## src/rtl/ascii_ps2_tx_if.sv

```systemverilog
// Character-side handshake and PS/2 line levels for the ASCII-to-PS/2 keystroke emulator.
// The master is the character source / line observer; the slave is the emulator itself.
interface ascii_ps2_tx_if;
  logic [7:0] Ascii_Code;
  logic       Ascii_Valid;
  logic       Busy;
  logic       Invalid_Code;
  logic       Ps2_Clk;
  logic       Ps2_Data;

  modport master (
    output Ascii_Code,
    output Ascii_Valid,
    input  Busy,
    input  Invalid_Code,
    input  Ps2_Clk,
    input  Ps2_Data
  );

  modport slave (
    input  Ascii_Code,
    input  Ascii_Valid,
    output Busy,
    output Invalid_Code,
    output Ps2_Clk,
    output Ps2_Data
  );
endinterface

```

## src/rtl/ascii_ps2_tx.sv

```systemverilog
// ASCII keystroke emulator: maps one character to its Set-2 make code and sends
// make, 0xF0, make as three device-to-host PS/2 frames separated by idle gaps.
module ascii_ps2_tx #(
  parameter int CLK_DIV = 4000,
  parameter int GAP_CYC = 10000
) (
  input logic           Clk_T,
  input logic           Reset_T,
  ascii_ps2_tx_if.slave bus
);

  localparam int HALF_W = $clog2(CLK_DIV);
  localparam int GAP_W  = $clog2(GAP_CYC + 1);
  localparam logic [HALF_W-1:0] HALF_LAST = HALF_W'(CLK_DIV - 1);
  localparam logic [GAP_W-1:0]  GAP_LAST  = GAP_W'(GAP_CYC - 1);

  typedef enum logic [1:0] {IDLE, SEND, GAP} state_t;

  state_t            state;
  state_t            state_next;
  logic [7:0]        scan_code;
  logic [1:0]        byte_idx;
  logic [3:0]        bit_cnt;
  logic [HALF_W-1:0] half_cnt;
  logic              low_phase;
  logic [GAP_W-1:0]  gap_cnt;
  logic              invalid_q;

  logic [7:0]  map_code;
  logic        map_hit;
  logic        accept;
  logic        half_end;
  logic        frame_end;
  logic        gap_end;
  logic [7:0]  tx_byte;
  logic [15:0] frame_bits;

  assign accept    = bus.Ascii_Valid && (state == IDLE);
  assign half_end  = (half_cnt == HALF_LAST);
  assign frame_end = half_end && low_phase && (bit_cnt == 4'd10);
  assign gap_end   = (gap_cnt == GAP_LAST);

  // Byte index 1 is always the break prefix; the other two repeat the make code.
  assign tx_byte    = (byte_idx == 2'd1) ? 8'hF0 : scan_code;
  assign frame_bits = {5'h1F, 1'b1, ~^tx_byte, tx_byte, 1'b0};

  assign bus.Busy         = (state != IDLE);
  assign bus.Invalid_Code = invalid_q;
  assign bus.Ps2_Clk      = (state == SEND) ? ~low_phase : 1'b1;
  assign bus.Ps2_Data     = (state == SEND) ? frame_bits[bit_cnt] : 1'b1;

  // Character to Set-2 make code lookup; upper and lower case letters share codes.
  always_comb begin
    map_code = 8'h00;
    map_hit  = 1'b1;
    case (bus.Ascii_Code)
      8'h30: map_code = 8'h45;  8'h31: map_code = 8'h16;
      8'h32: map_code = 8'h1E;  8'h33: map_code = 8'h26;
      8'h34: map_code = 8'h25;  8'h35: map_code = 8'h2E;
      8'h36: map_code = 8'h36;  8'h37: map_code = 8'h3D;
      8'h38: map_code = 8'h3E;  8'h39: map_code = 8'h46;
      8'h41, 8'h61: map_code = 8'h1C;  8'h42, 8'h62: map_code = 8'h32;
      8'h43, 8'h63: map_code = 8'h21;  8'h44, 8'h64: map_code = 8'h23;
      8'h45, 8'h65: map_code = 8'h24;  8'h46, 8'h66: map_code = 8'h2B;
      8'h47, 8'h67: map_code = 8'h34;  8'h48, 8'h68: map_code = 8'h33;
      8'h49, 8'h69: map_code = 8'h43;  8'h4A, 8'h6A: map_code = 8'h3B;
      8'h4B, 8'h6B: map_code = 8'h42;  8'h4C, 8'h6C: map_code = 8'h4B;
      8'h4D, 8'h6D: map_code = 8'h3A;  8'h4E, 8'h6E: map_code = 8'h31;
      8'h4F, 8'h6F: map_code = 8'h44;  8'h50, 8'h70: map_code = 8'h4D;
      8'h51, 8'h71: map_code = 8'h15;  8'h52, 8'h72: map_code = 8'h2D;
      8'h53, 8'h73: map_code = 8'h1B;  8'h54, 8'h74: map_code = 8'h2C;
      8'h55, 8'h75: map_code = 8'h3C;  8'h56, 8'h76: map_code = 8'h2A;
      8'h57, 8'h77: map_code = 8'h1D;  8'h58, 8'h78: map_code = 8'h22;
      8'h59, 8'h79: map_code = 8'h35;  8'h5A, 8'h7A: map_code = 8'h1A;
      8'h20: map_code = 8'h29;  8'h0D: map_code = 8'h5A;
      8'h08: map_code = 8'h66;  8'h2D: map_code = 8'h4E;
      8'h3D: map_code = 8'h55;  8'h5B: map_code = 8'h54;
      8'h5D: map_code = 8'h5B;  8'h5C: map_code = 8'h5D;
      8'h3B: map_code = 8'h4C;  8'h27: map_code = 8'h52;
      8'h2C: map_code = 8'h41;  8'h2E: map_code = 8'h49;
      8'h2F: map_code = 8'h4A;  8'h60: map_code = 8'h0E;
      default: map_hit = 1'b0;
    endcase
  end

  // State register.
  always_ff @(posedge Clk_T or negedge Reset_T) begin
    if (!Reset_T) state <= IDLE;
    else          state <= state_next;
  end

  // Next state: three frames with a gap between each, no gap after the last one.
  always_comb begin
    state_next = state;
    case (state)
      IDLE: if (accept && map_hit) state_next = SEND;
      SEND: if (frame_end)         state_next = (byte_idx == 2'd2) ? IDLE : GAP;
      GAP:  if (gap_end)           state_next = SEND;
      default:                     state_next = IDLE;
    endcase
  end

  // Datapath: scan-code latch, half-period, bit, byte and gap counters, reject pulse.
  always_ff @(posedge Clk_T or negedge Reset_T) begin
    if (!Reset_T) begin
      scan_code <= 8'h00;
      byte_idx  <= 2'd0;
      bit_cnt   <= 4'd0;
      half_cnt  <= '0;
      low_phase <= 1'b0;
      gap_cnt   <= '0;
      invalid_q <= 1'b0;
    end else begin
      invalid_q <= accept && !map_hit;
      case (state)
        IDLE: begin
          if (accept && map_hit) begin
            scan_code <= map_code;
            byte_idx  <= 2'd0;
            bit_cnt   <= 4'd0;
            half_cnt  <= '0;
            low_phase <= 1'b0;
            gap_cnt   <= '0;
          end
        end
        SEND: begin
          if (half_end) begin
            half_cnt  <= '0;
            low_phase <= ~low_phase;
            if (low_phase) begin
              if (bit_cnt == 4'd10) begin
                bit_cnt <= 4'd0;
                gap_cnt <= '0;
                if (byte_idx != 2'd2) byte_idx <= byte_idx + 2'd1;
              end else begin
                bit_cnt <= bit_cnt + 4'd1;
              end
            end
          end else begin
            half_cnt <= half_cnt + HALF_W'(1);
          end
        end
        GAP: begin
          if (gap_end) begin
            gap_cnt   <= '0;
            half_cnt  <= '0;
            low_phase <= 1'b0;
            bit_cnt   <= 4'd0;
          end else begin
            gap_cnt <= gap_cnt + GAP_W'(1);
          end
        end
        default: begin
        end
      endcase
    end
  end

endmodule

```

## src/flat_wrapper.sv

```systemverilog
// flat-port wrapper written by rule: the top's interface ports become plain ports
module ascii_ps2_tx_flat 
#(
  parameter int CLK_DIV = 4000,
  parameter int GAP_CYC = 10000
)
  (Clk_T, Reset_T, bus_Ascii_Code, bus_Ascii_Valid, bus_Busy, bus_Invalid_Code, bus_Ps2_Clk, bus_Ps2_Data);
  ascii_ps2_tx_if bus_i ();
  input logic Clk_T;
  input logic Reset_T;
  input wire logic [$bits(bus_i.Ascii_Code)-1:0] bus_Ascii_Code;
  input wire logic [$bits(bus_i.Ascii_Valid)-1:0] bus_Ascii_Valid;
  output wire logic [$bits(bus_i.Busy)-1:0] bus_Busy;
  output wire logic [$bits(bus_i.Invalid_Code)-1:0] bus_Invalid_Code;
  output wire logic [$bits(bus_i.Ps2_Clk)-1:0] bus_Ps2_Clk;
  output wire logic [$bits(bus_i.Ps2_Data)-1:0] bus_Ps2_Data;
  assign bus_i.Ascii_Code = bus_Ascii_Code;
  assign bus_i.Ascii_Valid = bus_Ascii_Valid;
  assign bus_Busy = bus_i.Busy;
  assign bus_Invalid_Code = bus_i.Invalid_Code;
  assign bus_Ps2_Clk = bus_i.Ps2_Clk;
  assign bus_Ps2_Data = bus_i.Ps2_Data;
  ascii_ps2_tx #(.CLK_DIV(CLK_DIV), .GAP_CYC(GAP_CYC)) u_core (.Clk_T(Clk_T), .Reset_T(Reset_T), .bus(bus_i));
endmodule
```

## config.mk

```make
export PLATFORM = sky130hd
export DESIGN_NAME = ascii_ps2_tx_flat
export DESIGN_NICKNAME = d
export VERILOG_FILES = /design/src/rtl/ascii_ps2_tx_if.sv /design/src/rtl/ascii_ps2_tx.sv /design/src/flat_wrapper.sv
export SDC_FILE = /design/constraint.sdc
export NUM_CORES = 1
export LEC_CHECK = 0
export BUFFER_PORTS_ARGS = -buffer_cell sky130_fd_sc_hd__buf_4
export CAP_MARGIN = 20
export CORE_MARGIN = 5
export CORE_UTILIZATION = 45
export CTS_CLUSTER_SIZE = 12
export DETAILED_ROUTE_END_ITERATION = 12
export GPL_ROUTABILITY_DRIVEN = 0
export GPL_TIMING_DRIVEN = 0
export HOLD_SLACK_MARGIN = 0.1
export SLEW_MARGIN = 20
export SYNTH_ARGS = -nofsm -noshare
export SYNTH_HDL_FRONTEND = slang
export SYNTH_SLANG_ARGS = --single-unit
```

## constraint.sdc

```tcl
create_clock -name Clk_T -period 6.05 [get_ports Clk_T]
set_input_delay 0.605 -clock Clk_T [delete_from_list [all_inputs] [get_ports Clk_T]]
set_output_delay 0.605 -clock Clk_T [all_outputs]
set_load 0.05 [all_outputs]
```

Yosys cells after proc, flatten, opt, wreduce, memory -nomap -nowiden
Index checks and enable logic that the tools add are counted.

word-level totals
  output and inout port bits = 4
  input port bits = 11
  flip-flop bits (word level) = 44

cells by class
  $add $sub $neg = 4
  reductions and logical operators = 45
  bitwise gates (word level) = 1
  eq/ne operators = 91
  multiplexer cells = 38
  order comparisons = 1

operator list
  kind                     number
  $eq A8 B7 Y1 const B     56
  $pmux W7 S50             1
  $eq A8 B6 Y1 const B     18
  $reduce_or A76 Y1        1
  $mux W14                 5
  $reduce_or A2 Y1         26
  $pmux W14 S3             1
  $mux W12                 3
  $pmux W12 S3             1
  $mux W4                  5
  $mux W2                  9
  $eq A8 B4 Y1 const B     2
  $add A14 B1 Y14 const B  1
  $eq A14 B14 Y1 const B   1
  $add A12 B1 Y12 const B  1
  $eq A12 B12 Y1 const B   1
  $pmux W4 S3              1
  $reduce_and A5 Y1        2
  $mux W8                  1
  $ne A2 B1 Y1 const B     4
  $ne A2 B2 Y1 const B     4
  $reduce_xnor A8 Y1       1
  $mux W1                  7
  $pmux W2 S3              1
  other kinds (19)         27

Depth between registers and ports, before layout
Gate-level depths: netlist of the first run.

  word-level depth = 6
  depth in mapped cells = 11

Worst setup path after synthesis of the first run
No wires, ideal clock.

  path type = register to output
  from = register u_core.bit_cnt[1]
  to = output port bus_Ps2_Data
  cell stages (with the launch flop) = 7
  arrival time = 2.239 ns
  slack = 3.206 ns
  required time = 5.445 ns
  buffers on the path = 1
  cell sequence = dfrtp_1 clkbuf_1 mux2i_1 o311ai_0 o21a_1 nor2_1 o21ai_0

on the way
  longest elaborated chain between the ends = 3

ends and longest elaborated chain
  element                        line                 RTL
  start, declared                ascii_ps2_tx.sv:23   logic [3:0] bit_cnt;
  start signal, assigned         ascii_ps2_tx.sv:136  bit_cnt <= bit_cnt + 4'd1;
  $bmux W1 S4                    ascii_ps2_tx.sv:50   assign bus.Ps2_Data = (state == SEND) ? frame_bits[bit_cnt] : 1'b1;
  $mux W1 (implied by the code)  ascii_ps2_tx.sv:50
  $mux W1                        ascii_ps2_tx.sv:50
  end, declared                  flat_wrapper.sv:16   output wire logic [$bits(bus_i.Ps2_Data)-1:0] bus_Ps2_Data;

Every way passes these cells. The select of a mux whose other input is x is not followed.

Worst setup path in the final report of the first run
  from = input port bus_Ascii_Code[3]
  to = register u_core.gap_cnt[10]

on the way
  longest elaborated chain between the ends = 6
  elaborated cells on any way between the ends = 81
  those cells by class = 77 x eq/ne; 1 x mux; 3 x reduce/logical

ends and longest elaborated chain
  element                               line                 RTL
  start, declared                       flat_wrapper.sv:11   input wire logic [$bits(bus_i.Ascii_Code)-1:0] bus_Ascii_Code;
  $eq A8 B6 Y1 (tied with other cells)  ascii_ps2_tx.sv:56   case (bus.Ascii_Code)
  $reduce_or A76 Y1 (no source line) *  -
  $mux W1 *                             ascii_ps2_tx.sv:56
  $logic_and A1 B1 Y1 *                 ascii_ps2_tx.sv:117  if (accept && map_hit) begin
  $ne A2 B2 Y1 (no source line) *       -
  $reduce_and A5 Y1 (no source line) *  -
  end signal, assigned                  ascii_ps2_tx.sv:150  gap_cnt <= gap_cnt + GAP_W'(1);
  end, declared                         ascii_ps2_tx.sv:26   logic [GAP_W-1:0] gap_cnt;

Every way passes the cells marked *; elsewhere a longest branch is shown, timed or not.
A chain may end at the register's enable or synchronous reset.

==> run_results.csv, run 1 <==
group,metric,value,unit
detailed_routing,wire_per_inst,17.3,µm
die,row_count,33,
synthesis,synth-main-ff-cell,"dfrtp_1",
die,chipWidth,100,µm
placement,dp.cells,593,
die,core_area,8090,µm²
detailed_routing,drt_iter0_drc,345,
detailed_routing,first_pass_iters,7,
setup_path,cp.required,6230,ps
setup_path,r2r_end,"u_core.gap_cnt[10]$_DFFE_PN0P_",
final_layout,diodes,0,
clock_network,cts.sinks,43,
final_layout,fillers,838,
synthesis,postSynthCellCount,476,
synthesis,yosysWarnings,0,
power,p_int,697,µW
die,io_pins,15,
detailed_routing,vias,3804,
clock_network,clk_pin_slew_worst_paths,100,ps
clock_network,post_cts_resized,0,
setup_path,crit_arrival,3530,ps
final_layout,instances_no_fill,601,
clock_network,cts_setup_buffers,0,
power,p_seq_share,40.3,%
sta,rsz0062_at_grt,"no",
power,combPwrFrac,39.9,%
synthesis,ys_seq_area_share,29.4,%
placement,dp_hpwl,7.63,mm
sta,slew_headroom,42.9,%
sta,fmax,299,MHz
synthesis,synth_nets,493,
clock_network,cts_made_buffers,5,
sta,period_share,55.3,%
grt,grt_pass1_wl,17.2,mm
clock_network,cts_hold_buf,0,
detailed_routing,post-route-drc-count,0,
power,switching_power,483,µW
sta,worst_pin_slew,845,ps
sta,final.setup_skew,14.6,ps
power,switching_share,40.9,%
outcome,outcome,"complete, no violations",
die,start_util,45.3,%
setup_path,ff2ff_path_depth,9,
die,die_h,100,µm
synthesis,ys_ff_latch,43,
sta,whs,285,ps
setup_path,crit_type,"primary input to flop",
clock_network,insertion_delay,300,ps
sta,slew_viol_final,0,
sta,finalHoldViolCount,0,
hold_path,hold_class,"primary input to asynchronous set/reset pin",
power,p_leak,1.59,nW
clock_network,clockBufferDepth,2,
final_layout,drive_above_1_share,9.07,%
sta,period_needed,3350,ps
synthesis,syn_area_per_cell,7.70,µm²
grt,grt_max_degree,44,
final_layout,multi_input_area,2380,µm²
synthesis,synth_edf_count,0,
setup_path,worstReg2RegStart,"u_core.half_cnt[0]$_DFFE_PN0P_",
grt,overflow,0,
final_layout,nets,512,
power,pwr-share-clk,19.7,%
detailed_routing,routed_via_density,6.33,
detailed_routing,antenna_left,0,
final_layout,fin_area,4000,µm²
clock_network,ctsHtreeMaxLevel,2,
grt,antenna_found_initial,0,
clock_network,root_buffer,"clkbuf_8",
power,power_density,295,nW/µm²
power,max-vdd-ir-drop,147,µV
grt,grt_pass1_vias,3454,
grt,track_usage,20.9,%
final_layout,regArea,1080,µm²
detailed_routing,routed_wl,10.4,mm
setup_path,cp-start-kind,"primary input",
setup_path,cp-end-kind,"flop",
setup_path,reg2reg_slack,3360,ps
final_layout,area_delta_synth_final,9.11,%
sta,setup-violations-final,0,
clock_network,cts_tree,"done",
power,finalPower,1.18,mW
final_layout,fin_util,49.4,%
placement,dpl_cell_area,3890,µm²
synthesis,ys_types,74,
placement,io_buffers,12,
synthesis,syn_area,3670,µm²
die,die_area,10100,µm²
placement,post-place-ws,2570,ps
synthesis,synthArstFlopShare,100,%
setup_path,path_max_fanout,10,
sta,finalSetupTns,0,ps
flow_run,drv_cap,0,
sta,fin_ws,2700,ps
==> power by group through the flow <==
stage | clock network (mW) | logic, mW | registers (mW)
floorplan | 0 | 0.365 | 0.459
global placement | 0 | 0.462 | 0.478
detailed placement | 0 | 0.469 | 0.481
global route | 0.249 | 0.522 | 0.493
CTS | 0.238 | 0.471 | 0.475
finish | 0.233 | 0.471 | 0.476
==> worst max-delay path, stage by stage <==
cell and delay, ps:
buf_2 170, clkbuf_1 330, nor4b_1 740, a22oi_1 270, o211a_1 300, nand4b_1 190
nor2_1 80, a31oi_1 400, buf_2 320, a31oi_1 110
==> metal layers <==
metal	share of wire [%]	global-route usage [%]	up-vias
li1	-	-	1824
met3	6.2	3.47	36
met1	46	28.4	1789
met5	0	0	-
met2	45	33.6	155
met4	3.0	6.84	0
==> cells in the mapped netlist (3+ instances only) <==
cell type / count / area share, %
nand2b_1: 16 / 2.7
o21a_1: 5 / 1.0
a2111oi_0: 3 / 0.72
o21ai_1: 4 / 0.55
buf_2: 11 / 1.5
mux2i_1: 3 / 0.82
inv_1: 15 / 1.5
nand3_1: 19 / 2.6
or4_1: 4 / 0.82
nor4_1: 11 / 1.9
o211ai_1: 7 / 1.4
a21o_1: 5 / 1.0
nor2b_1: 10 / 1.7
xor2_1: 4 / 0.96
clkbuf_1: 14 / 1.4
nand4_1: 5 / 0.85
a211oi_1: 3 / 0.61
nor4b_1: 3 / 0.72
buf_1: 4 / 0.41
a31oi_1: 17 / 2.9
nor4bb_1: 3 / 0.82
dfrtp_1: 43 / 29
xnor2_1: 5 / 1.2
or2_2: 3 / 0.51
a22oi_1: 3 / 0.61
a21oi_1: 31 / 4.2
o21ai_0: 22 / 3.0
a211o_1: 7 / 1.7
and3_1: 10 / 1.7
nor2_1: 47 / 4.8
nor3b_1: 7 / 1.4
nand2_1: 45 / 4.6
a32oi_1: 4 / 0.96
nor3_1: 23 / 3.1
o22ai_1: 7 / 1.2
ha_1: 6 / 2.0
==> cell families after synthesis <==
logic type,after synthesis,share of synthesized area (%)
AO/OA/AOI/OAI,143,26.6
XOR/XNOR,9,2.15
adder cells (fa/ha/maj),6,2.05
buffers and inverters,47,5.60
flip-flops,43,29.4
multiplexers,4,1.13
AND/OR/NAND/NOR,224,33.1
==> worst max path at each step <==
stage / end / from / cells past startpoint
2_1_floorplan: bus_Ps2_Data / u_core.bit_cnt[1]$_DFFE_PN0P_ / 6
3_3_place_gp: u_core.gap_cnt[13]$_DFFE_PN0P_ / bus_Ascii_Code[0] / 11
3_5_place_dp: u_core.gap_cnt[13]$_DFFE_PN0P_ / bus_Ascii_Code[0] / 11
4_1_cts: u_core.gap_cnt[10]$_DFFE_PN0P_ / bus_Ascii_Code[0] / 11
5_1_grt: u_core.gap_cnt[11]$_DFFE_PN0P_ / bus_Ascii_Code[3] / 10
6_report: u_core.gap_cnt[10]$_DFFE_PN0P_ / bus_Ascii_Code[3] / 10
==> final cells by class <==
cell class / instances / area share [%]
Inverter: 16 / 1.50
Timing Repair Buffer: 12 / 2.25
Buffer: 31 / 3.63
Clock inverter: 3 / 1.09
Clock buffer: 5 / 1.72
Sequential cell: 43 / 26.9
Tap cell: 105 / 3.28
Multi-Input combinational cell: 386 / 59.6
==> sequential cells by signal, summed over array words and instances, names as in the netlist <==
register	count
u_core.scan_code	7
u_core.state	2
u_core.gap_cnt	14
u_core.bus.Invalid_Code	1
u_core.low_phase	1
u_core.byte_idx	2
u_core.half_cnt	12
u_core.bit_cnt	4
==> cell usage in the layout (no fill, tap or decap), types with 6 or more instances in the layout <==
cell / netlist / final
o21ai_0: 22 / 22
buf_2: 11 / 11
a211o_1: 7 / 7
nor3b_1: 7 / 7
o22ai_1: 7 / 7
nor2b_1: 10 / 10
buf_4: 0 / 12
and3_1: 10 / 10
ha_1: 6 / 6
nor4_1: 11 / 11
nand3_1: 19 / 19
nor2_1: 47 / 47
a31oi_1: 17 / 17
nand2b_1: 16 / 16
nand2_1: 45 / 45
clkbuf_1: 14 / 14
a21oi_1: 31 / 31
nor3_1: 23 / 23
inv_1: 15 / 15
o211ai_1: 7 / 7
dfrtp_1: 43 / 43
No activity file was read; power rests on OpenSTA's default activity.
==> run 2, diff against run 1 <==
==> constraint.sdc (replaced) <==
create_clock -name Clk_T -period 2.9 [get_ports Clk_T]
set_input_delay 0.29 -clock Clk_T [delete_from_list [all_inputs] [get_ports Clk_T]]
set_output_delay 0.29 -clock Clk_T [all_outputs]
set_load 0.05 [all_outputs]
==> run_results.csv, run 2 (synthesis results as in run 1) <==
group,metric,value,unit
grt,antenna_found_initial,0,
placement,dp.cells,593,
placement,dp_hpwl,7.63,mm
setup_path,crit_type,"primary input to flop",
grt,grt_pass1_vias,3454,
sta,final.setup_skew,14.0,ps
detailed_routing,antenna_left,0,
clock_network,cts_tree,"done",
sta,setup-violations-final,0,
detailed_routing,routed_wl,10.4,mm
final_layout,fillers,838,
grt,grt_max_degree,44,
die,row_count,33,
detailed_routing,wire_per_inst,17.2,µm
sta,slew_headroom,58.2,%
setup_path,cp-end-kind,"flop",
setup_path,critPathMaxStageDelay,470,ps
final_layout,mostFrequentLayoutCell,"nor2_1",
sta,rsz0062_at_grt,"no",
clock_network,ctsHtreeMaxLevel,2,
power,power_density,612,nW/µm²
setup_path,cpLargestDelayFamily,"compound AO/OA/AOI/OAI gates",
power,p_leak,1.59,nW
power,p_seq_share,40.3,%
clock_network,clockBufferDepth,2,
final_layout,final_cell_mix,"47 x nor2_1, 45 x nand2_1, 43 x dfrtp_1",
final_layout,top_regs,"u_core.gap_cnt x14, u_core.half_cnt x12, u_core.scan_code x7",
power,pwr-share-clk,19.7,%
setup_path,cp_slowest_cell,"or3_1",
clock_network,cts.sinks,43,
sta,finalHoldViolCount,0,
setup_path,cp-start-kind,"primary input",
final_layout,largest_register,"u_core.gap_cnt",
setup_path,path_cells,"buf_4, buf_2, buf_2, clkbuf_1, o2111ai_1, o221ai_1, or3_1, o311a_4, buf_6, nor3_4, a211o_1",
die,die_area,10100,µm²
clock_network,cts_setup_buffers,0,
sta,period_share,93.5,%
setup_path,path_max_fanout,10,
final_layout,area_delta_synth_final,9.90,%
final_layout,diodes,0,
power,max-vdd-ir-drop,307,µV
final_layout,instances_no_fill,602,
sta,whs,298,ps
detailed_routing,routed_via_density,6.33,
die,die_h,100,µm
outcome,outcome,"complete, no violations",
detailed_routing,post-route-drc-count,0,
grt,track_usage,20.9,%
sta,fmax,369,MHz
power,switching_power,1.01,mW
setup_path,cp.required,3130,ps
final_layout,nets,513,
final_layout,drive_above_1_share,9.66,%
flow_run,drv_cap,0,
sta,slew_viol_final,0,
final_layout,fin_util,49.8,%
placement,io_buffers,12,
clock_network,insertion_delay,300,ps
detailed_routing,vias,3808,
die,chipWidth,100,µm
die,start_util,45.3,%
die,core_area,8090,µm²
sta,finalSetupTns,0,ps
sta,period_needed,2710,ps
detailed_routing,first_pass_iters,5,
sta,worst_pin_slew,625,ps
power,finalPower,2.47,mW
power,switching_share,40.9,%
clock_network,clk_pin_slew_worst_paths,90,ps
setup_path,path_buf_inv,5,
grt,overflow,0,
setup_path,crit_arrival,2950,ps
hold_path,hold_class,"primary input to flop",
detailed_routing,drt_iter0_drc,346,
final_layout,largest_register_ffs,14,
grt,grt_pass1_wl,17.2,mm
clock_network,root_buffer,"clkbuf_8",
setup_path,cpMostUsedCell,"buf_2",
clock_network,cts_made_buffers,5,
power,p_int,1.46,mW
power,combPwrFrac,40.0,%
die,io_pins,15,
run 2: cell types whose count changed in the layout (fill, tap and decap cells not counted), sizes merged:
cell | previous run | this run
dlygate4sd3 | 0 | 1
run 2: timing repair:
| action | CTS | global route |
|---|---|---|
| resized for setup | 0 | 3 |
| endpoints found under the hold margin | 43 | 0 |
| setup endpoints to repair | 0 | 20 |
| hold buffers | 1 | 0 |
run 2: final cells by class:
class | instances | area (µm²) | share of cell area, %
Clock inverter | 3 | 43.8 | 1.09
Sequential cell | 43 | 1080 | 26.7
Inverter | 16 | 60.1 | 1.49
Tap cell | 105 | 131 | 3.26
Clock buffer | 5 | 68.8 | 1.71
Timing Repair Buffer | 13 | 100 | 2.48
Buffer | 31 | 145 | 3.60
Multi-Input combinational cell | 386 | 2400 | 59.7
run 2: worst paths after layout:
check | slack, ps | end | depth (start not counted) | startpoint
max | 190 | u_core.bit_cnt[2]$_DFFE_PN0P_ | 11 | bus_Ascii_Code[0]
min | 300 | u_core.bus.Invalid_Code$_DFF_PN0_ | 2 | bus_Ascii_Valid
max reg2reg | 360 | u_core.gap_cnt[10]$_DFFE_PN0P_ | 9 | u_core.half_cnt[0]$_DFFE_PN0P_
min reg2reg | 480 | u_core.gap_cnt[10]$_DFFE_PN0P_ | 1 | u_core.gap_cnt[10]$_DFFE_PN0P_
max in group asynchronous | 2000 | u_core.bit_cnt[2]$_DFFE_PN0P_ | 2 | Reset_T
min in group asynchronous | 510 | u_core.half_cnt[9]$_DFFE_PN0P_ | 2 | Reset_T
run 2: stage by stage:
stage | worst slack [ps] | cell area, µm²
after global routing | 10.3 | 4030
after floorplan | 371 | 3670
after CTS | 67.1 | 4010
final | 188 | 4030
after detailed placement | -263 | 3890
after global placement | -246 | 3890
run 2: metal layers:
metal / part of all wire (%) / GRT usage (%)
met1: 46 / 28.4
met3: 5.9 / 3.47
met5: 0 / 0
met4: 2.5 / 6.84
met2: 46 / 33.6
run 2: power groups by stage:
stage / logic (mW) / registers [mW] / clock network (mW)
finish: 0.987 / 0.993 / 0.486
global route: 1.09 / 1.03 / 0.520
global placement: 0.963 / 0.998 / 0
floorplan: 0.762 / 0.957 / 0
CTS: 0.984 / 0.991 / 0.497
detailed placement: 0.978 / 1.00 / 0
